===== config.mk =====
export PLATFORM = sky130hd
export DESIGN_NAME = arb_pkt_requester
export DESIGN_NICKNAME = d
export VERILOG_FILES = /design/src/rtl/arb_pkt_requester.sv
export SDC_FILE = /design/constraint.sdc
export NUM_CORES = 1
export LEC_CHECK = 0
export CELL_PAD_IN_SITES_DETAIL_PLACEMENT = 1
export CELL_PAD_IN_SITES_GLOBAL_PLACEMENT = 2
export CORE_ASPECT_RATIO = 1.25
export CORE_MARGIN = 5
export CORE_UTILIZATION = 53
export CTS_BUF_LIST = sky130_fd_sc_hd__clkbuf_16
export CTS_CLUSTER_SIZE = 10
export DETAILED_ROUTE_END_ITERATION = 8
export GPL_ROUTABILITY_DRIVEN = 0
export PLACE_DENSITY = 0.9
export SETUP_SLACK_MARGIN = 0.1
export SYNTH_ARGS = -nofsm -noshare
export SYNTH_HDL_FRONTEND = slang
export SYNTH_SLANG_ARGS = --single-unit

===== constraint.sdc =====
create_clock -name clk_i -period 7.4 [get_ports clk_i]
set_input_delay 1.11 -clock clk_i [delete_from_list [all_inputs] [get_ports clk_i]]
set_output_delay 1.11 -clock clk_i [all_outputs]
set_load 0.02 [all_outputs]

===== src/rtl/arb_pkt_requester.sv =====
// Source-side agent for the round-robin arbiter: buffers whole packets in a FIFO,
// requests the shared bus once a complete packet is stored, and streams it while granted.
module arb_pkt_requester #(
  parameter int DATA_WIDTH     = 32,
  parameter int FIFO_AW        = 4,
  parameter int STARVE_CNT_MAX = 1024
) (
  input  logic                  clk_i,
  input  logic                  rst_i,
  input  logic [DATA_WIDTH-1:0] inData_i,
  input  logic                  inValid_i,
  input  logic                  inLast_i,
  output logic                  inReady_o,
  output logic                  req_o,
  input  logic                  grant_i,
  output logic [DATA_WIDTH-1:0] outData_o,
  output logic                  outValid_o,
  output logic                  outLast_o,
  output logic [FIFO_AW:0]      pktCount_o,
  output logic                  starved_o,
  output logic                  overflow_o,
  input  logic                  clrStatus_i
);

  localparam int DEPTH = 1 << FIFO_AW;
  localparam int CNT_W = $clog2(STARVE_CNT_MAX + 1);
  localparam logic [CNT_W-1:0]   STARVE_MAX = CNT_W'(STARVE_CNT_MAX);
  localparam logic [CNT_W-1:0]   CNT_ONE    = CNT_W'(1);
  localparam logic [FIFO_AW:0]   PTR_ONE    = {{FIFO_AW{1'b0}}, 1'b1};

  typedef enum logic [1:0] {
    IDLE = 2'd0,
    REQ  = 2'd1,
    GAP  = 2'd2
  } state_e;

  state_e state_q, state_d;

  logic [DATA_WIDTH:0] mem_q [DEPTH];
  logic [FIFO_AW:0]    wrPtr_q, wrPtr_d;
  logic [FIFO_AW:0]    rdPtr_q, rdPtr_d;
  logic [FIFO_AW:0]    pktCount_q, pktCount_d;
  logic [CNT_W-1:0]    starveCnt_q, starveCnt_d;
  logic                starved_q, starved_d;
  logic                overflow_q, overflow_d;

  logic                full;
  logic                empty;
  logic                wrEn;
  logic                pop;
  logic                pktIn;
  logic                pktOut;
  logic [DATA_WIDTH:0] headWord;
  logic                headLast;

  // Pointers carry one extra wrap bit so full and empty can be told apart.
  assign full     = (wrPtr_q[FIFO_AW] != rdPtr_q[FIFO_AW]) &&
                    (wrPtr_q[FIFO_AW-1:0] == rdPtr_q[FIFO_AW-1:0]);
  assign empty    = (wrPtr_q == rdPtr_q);
  assign wrEn     = inValid_i && !full;
  assign headWord = mem_q[rdPtr_q[FIFO_AW-1:0]];
  assign headLast = headWord[DATA_WIDTH];
  assign pop      = (state_q == REQ) && grant_i && !empty;
  assign pktIn    = wrEn && inLast_i;
  assign pktOut   = pop && headLast;

  assign inReady_o  = !full;
  assign req_o      = (state_q == REQ);
  assign outValid_o = pop;
  assign outData_o  = headWord[DATA_WIDTH-1:0];
  assign outLast_o  = pktOut;
  assign pktCount_o = pktCount_q;
  assign starved_o  = starved_q;
  assign overflow_o = overflow_q;

  always_ff @(posedge clk_i) begin
    if (wrEn) begin
      mem_q[wrPtr_q[FIFO_AW-1:0]] <= {inLast_i, inData_i};
    end
  end

  always_comb begin
    wrPtr_d    = wrPtr_q;
    rdPtr_d    = rdPtr_q;
    pktCount_d = pktCount_q;
    if (wrEn) begin
      wrPtr_d = wrPtr_q + PTR_ONE;
    end
    if (pop) begin
      rdPtr_d = rdPtr_q + PTR_ONE;
    end
    case ({pktIn, pktOut})
      2'b10:   pktCount_d = pktCount_q + PTR_ONE;
      2'b01:   pktCount_d = pktCount_q - PTR_ONE;
      default: pktCount_d = pktCount_q;
    endcase
  end

  // A set condition in the same cycle as clrStatus leaves the flag set.
  always_comb begin
    starveCnt_d = '0;
    if (req_o && !grant_i) begin
      starveCnt_d = (starveCnt_q == STARVE_MAX) ? starveCnt_q : starveCnt_q + CNT_ONE;
    end
    starved_d  = clrStatus_i ? 1'b0 : starved_q;
    overflow_d = clrStatus_i ? 1'b0 : overflow_q;
    if (starveCnt_d == STARVE_MAX) begin
      starved_d = 1'b1;
    end
    if (inValid_i && full) begin
      overflow_d = 1'b1;
    end
  end

  // GAP holds req low for a single cycle; a pending packet re-requests right after it.
  always_comb begin
    state_d = state_q;
    case (state_q)
      IDLE: begin
        if (pktCount_q != '0) begin
          state_d = REQ;
        end
      end
      REQ: begin
        if (pktOut) begin
          state_d = GAP;
        end
      end
      GAP: begin
        state_d = (pktCount_q != '0) ? REQ : IDLE;
      end
      default: state_d = IDLE;
    endcase
  end

  always_ff @(posedge clk_i or posedge rst_i) begin
    if (rst_i) begin
      state_q     <= IDLE;
      wrPtr_q     <= '0;
      rdPtr_q     <= '0;
      pktCount_q  <= '0;
      starveCnt_q <= '0;
      starved_q   <= 1'b0;
      overflow_q  <= 1'b0;
    end else begin
      state_q     <= state_d;
      wrPtr_q     <= wrPtr_d;
      rdPtr_q     <= rdPtr_d;
      pktCount_q  <= pktCount_d;
      starveCnt_q <= starveCnt_d;
      starved_q   <= starved_d;
      overflow_q  <= overflow_d;
    end
  end

endmodule

==> metrics.yaml <==
power_and_ir_drop:
  switchingPower_uw: 2960
  combPwrFrac: 0.302
  seqPwrFrac: 0.411
  p_int_uw: 7020
  p_total_uw: 9990
  irDropWorstVdd_uv: 240
  power_density_nw_per_um2: 401
  clock_power_share: 0.287
  p_sw_frac: 0.297
  p_leak_uw: 0.00804
timing:
  worst_pin_slew_ns: 1.42
  slew_violations: 0
  slew_headroom: 0.0486
  max_freq_mhz: 201
  skew_ns: 0.0177
  period_share: 0.674
  finalSetupTns_ns: 0
  finalSetupViolCount: 0
  grt_setup_unrepaired: "no"
  hold_viol_final: 0
  finalCriticalPeriod_ns: 4.99
job:
  max_cap_viol_count: 0
grt:
  first_global_vias: 11000
  grt_overflow_total: 0
  grt_max_degree: 79
  grt_util_all_layers: 0.233
  antenna_found_initial: 4
  grt_pass1_wl_um: 75900
logic_synthesis:
  synth_edf_count: 528
  syn-num-nets: 968
  ys_warn_count: 0
  synthesis.area_um2: 21600
  syn-instance-count: 918
  ys_seq_area_frac: 0.769
  synthArstFlopShare: 0.0538
  synth-seq-cells: 558
  ys_types: 46
  ys.flop_type: "edfxtp_1"
  syn_avg_cell_area_um2: 23.5
floorplanning:
  core_area_um2: 40200
  dieArea_um2: 44900
  ios: 81
  fp.dieW_um: 191
  rows: 82
  die_y_um: 236
  start_util: 0.537
clock_network:
  clk_latency_ns: 0.56
  cts_sinks: 558
  post_cts_buffers: 0
  path_clk_slew_ns: 0.06
  cts_tree: "yes"
  cts_root_buf: "clkbuf_16"
  cts_inserted_buffers: 66
  post_cts_resized: 0
  clock_path_buffers: 3
  htree_levels: 3
  postCtsHoldBufs: 0
critical_path:
  crit_path_end_kind: "primary output"
  critPathKind: "register to primary output"
  r2r-end: "mem_q[5][14]$_DFFE_PP_"
  reg2reg_slack_ns: 2.96
  crit_end: "outData_o[14]"
  startpoint: "rdPtr_q[1]$_DFFE_PP0P_"
  cp-start-kind: "register"
  ff2ff_path_depth: 6
  required_ns: 6.29
  worstPathArrival_ns: 3.88
  cp_max_fo: 54
  r2r_start: "rdPtr_q[2]$_DFFE_PP0P_"
layout:
  post-route-util: 0.619
  nets: 1095
  area_delta_synth_final_pct: 15.3
  final_cell_area_um2: 24900
  layout-drive-gt1-share: 0.269
placed_design:
  dp_hpwl_um: 26800
  dpl-instance-area_um2: 23100
  io_buffers: 80
worst_hold_path:
  hold_class: "register to register"
status:
  status: "finished clean"
route:
  drt_iter0_drc: 964
  antenna_left: 0
  wl_per_cell_um: 31.5
  vias: 10100
  vias_per_cell: 6.28
  dr.pass1.iters: 5
  wirelength_um: 50800
  drc: 0
[cells by family (layout without fill, tap and decap cells)]
family	count (synthesis)	in the layout	share of synthesized area
compound gates	23	23	0.00713
xor+xnor	27	27	0.0109
fa+ha+maj	12	12	0.00730
buf+inv	59	204	0.0145
flops	558	558	0.769
mux	166	166	0.173
other cells	0	4	0
simple gates	73	73	0.0188
[layer usage]
layer,vias up,wire (um),global-route usage
met1,5411,19000,0.313
met2,526,26800,0.389
met3,70,3760,0.0442
li1,4115,-,-
met5,-,0,0
met4,0,1270,0.0760
[registers in the layout (all words and copies together) (netlist names)]
| name | cells |
|---|---|
| mem_q | 528 |
| overflow_o | 1 |
| pktCount_o | 5 |
| rdPtr_q | 5 |
| starveCnt_q | 11 |
| starved_o | 1 |
| state_q | 2 |
| wrPtr_q | 5 |
[per-stage QoR]
step	instances	hold WS [ns]	setup WS (ns)
after CTS	1609	0.492	2.39
after global routing	1612	0.511	2.33
final	1613	0.488	2.41
after floorplan	918	0.461	3.11
after global placement	1523	0.477	3.05
after detailed placement	1523	0.485	2.95
[worst max-delay path: stages (launching register included)]
cell and delay (ns):
dfrtp_4 0.91, buf_4 0.78, mux4_2 0.43, mux4_2 0.48, clkdlybuf4s50_1 0.65
[Yosys cell counts (2+ instances only)]
| cell | count | area share |
|---|---|---|
| edfxtp_1 | 528 | 0.73 |
| mux4_2 | 165 | 0.17 |
| dfrtp_1 | 30 | 0.035 |
| xor2_1 | 18 | 0.0073 |
| and3_1 | 17 | 0.0049 |
| clkbuf_1 | 14 | 0.0024 |
| inv_1 | 14 | 0.0024 |
| nand2_1 | 13 | 0.0023 |
| nor2_1 | 13 | 0.0023 |
| ha_1 | 11 | 0.0064 |
| buf_1 | 10 | 0.0017 |
| buf_6 | 10 | 0.0052 |
| buf_2 | 9 | 0.0021 |
| xnor2_1 | 9 | 0.0036 |
| nand4_1 | 6 | 0.0017 |
| o21ai_0 | 5 | 0.0012 |
| and2_1 | 4 | 0.0012 |
| nor2b_1 | 4 | 0.0012 |
| a21oi_1 | 3 | 0.00069 |
| nand3_1 | 3 | 0.00069 |
| a21oi_2 | 2 | 0.00081 |
| a311oi_1 | 2 | 0.00081 |
| nand2b_1 | 2 | 0.00058 |
| nand4b_1 | 2 | 0.00081 |
| nor3_1 | 2 | 0.00046 |
| o21ai_1 | 2 | 0.00046 |
[final cells by class]
type                       instances  area [um^2]
multi-input combinational        301         4710
tap                              546          683
antenna                            4         10.0
fill                            3261        15300
sequential                       558        16600
timing repair buffer             104          993
clock buffer                      70         1750
inverter                          14         52.6
clock inverter                    16          103
[worst min path at each step]
stage               cells past startpoint                 startpoint  slack [ns]                   endpoint
floorplan                               1     wrPtr_q[4]$_DFFE_PP0P_        0.46     wrPtr_q[4]$_DFFE_PP0P_
global placement                        1     wrPtr_q[4]$_DFFE_PP0P_        0.48     wrPtr_q[4]$_DFFE_PP0P_
detailed placement                      1     wrPtr_q[4]$_DFFE_PP0P_        0.48     wrPtr_q[4]$_DFFE_PP0P_
CTS                                     1     wrPtr_q[4]$_DFFE_PP0P_        0.49     wrPtr_q[4]$_DFFE_PP0P_
global route                            1  pktCount_o[4]$_DFFE_PP0P_        0.51  pktCount_o[4]$_DFFE_PP0P_
finish                                  1     wrPtr_q[4]$_DFFE_PP0P_        0.49     wrPtr_q[4]$_DFFE_PP0P_
[layout by cell type (no fill, tap or decap), drive strengths merged, types with 2 or more instances in the layout]
cell | synthesis | layout
edfxtp | 528 | 528
mux4 | 165 | 165
clkdlybuf4s50 | 0 | 80
clkbuf | 15 | 70
dfrtp | 30 | 30
inv | 14 | 26
buf | 30 | 24
xor2 | 18 | 18
and3 | 17 | 17
nand2 | 13 | 13
nor2 | 13 | 13
ha | 11 | 11
xnor2 | 9 | 9
o21ai | 7 | 7
nand4 | 6 | 6
and2 | 5 | 5
a21oi | 5 | 5
diode | 0 | 4
nor2b | 4 | 4
nand3 | 3 | 3
nand2b | 2 | 2
nand4b | 2 | 2
a311oi | 2 | 2
nor4 | 2 | 2
nor3 | 2 | 2
clkinv | 0 | 2
[power groups by stage]
stage	logic (uW)	clock network (uW)	registers, uW
final	3020	2870	4100
after global routing	3190	3080	4130
after CTS	3060	2920	4100
after detailed placement	3020	0	4150
after global placement	2950	0	4120
after floorplan	2140	0	3970
No activity file was read; power rests on OpenSTA's default activity.
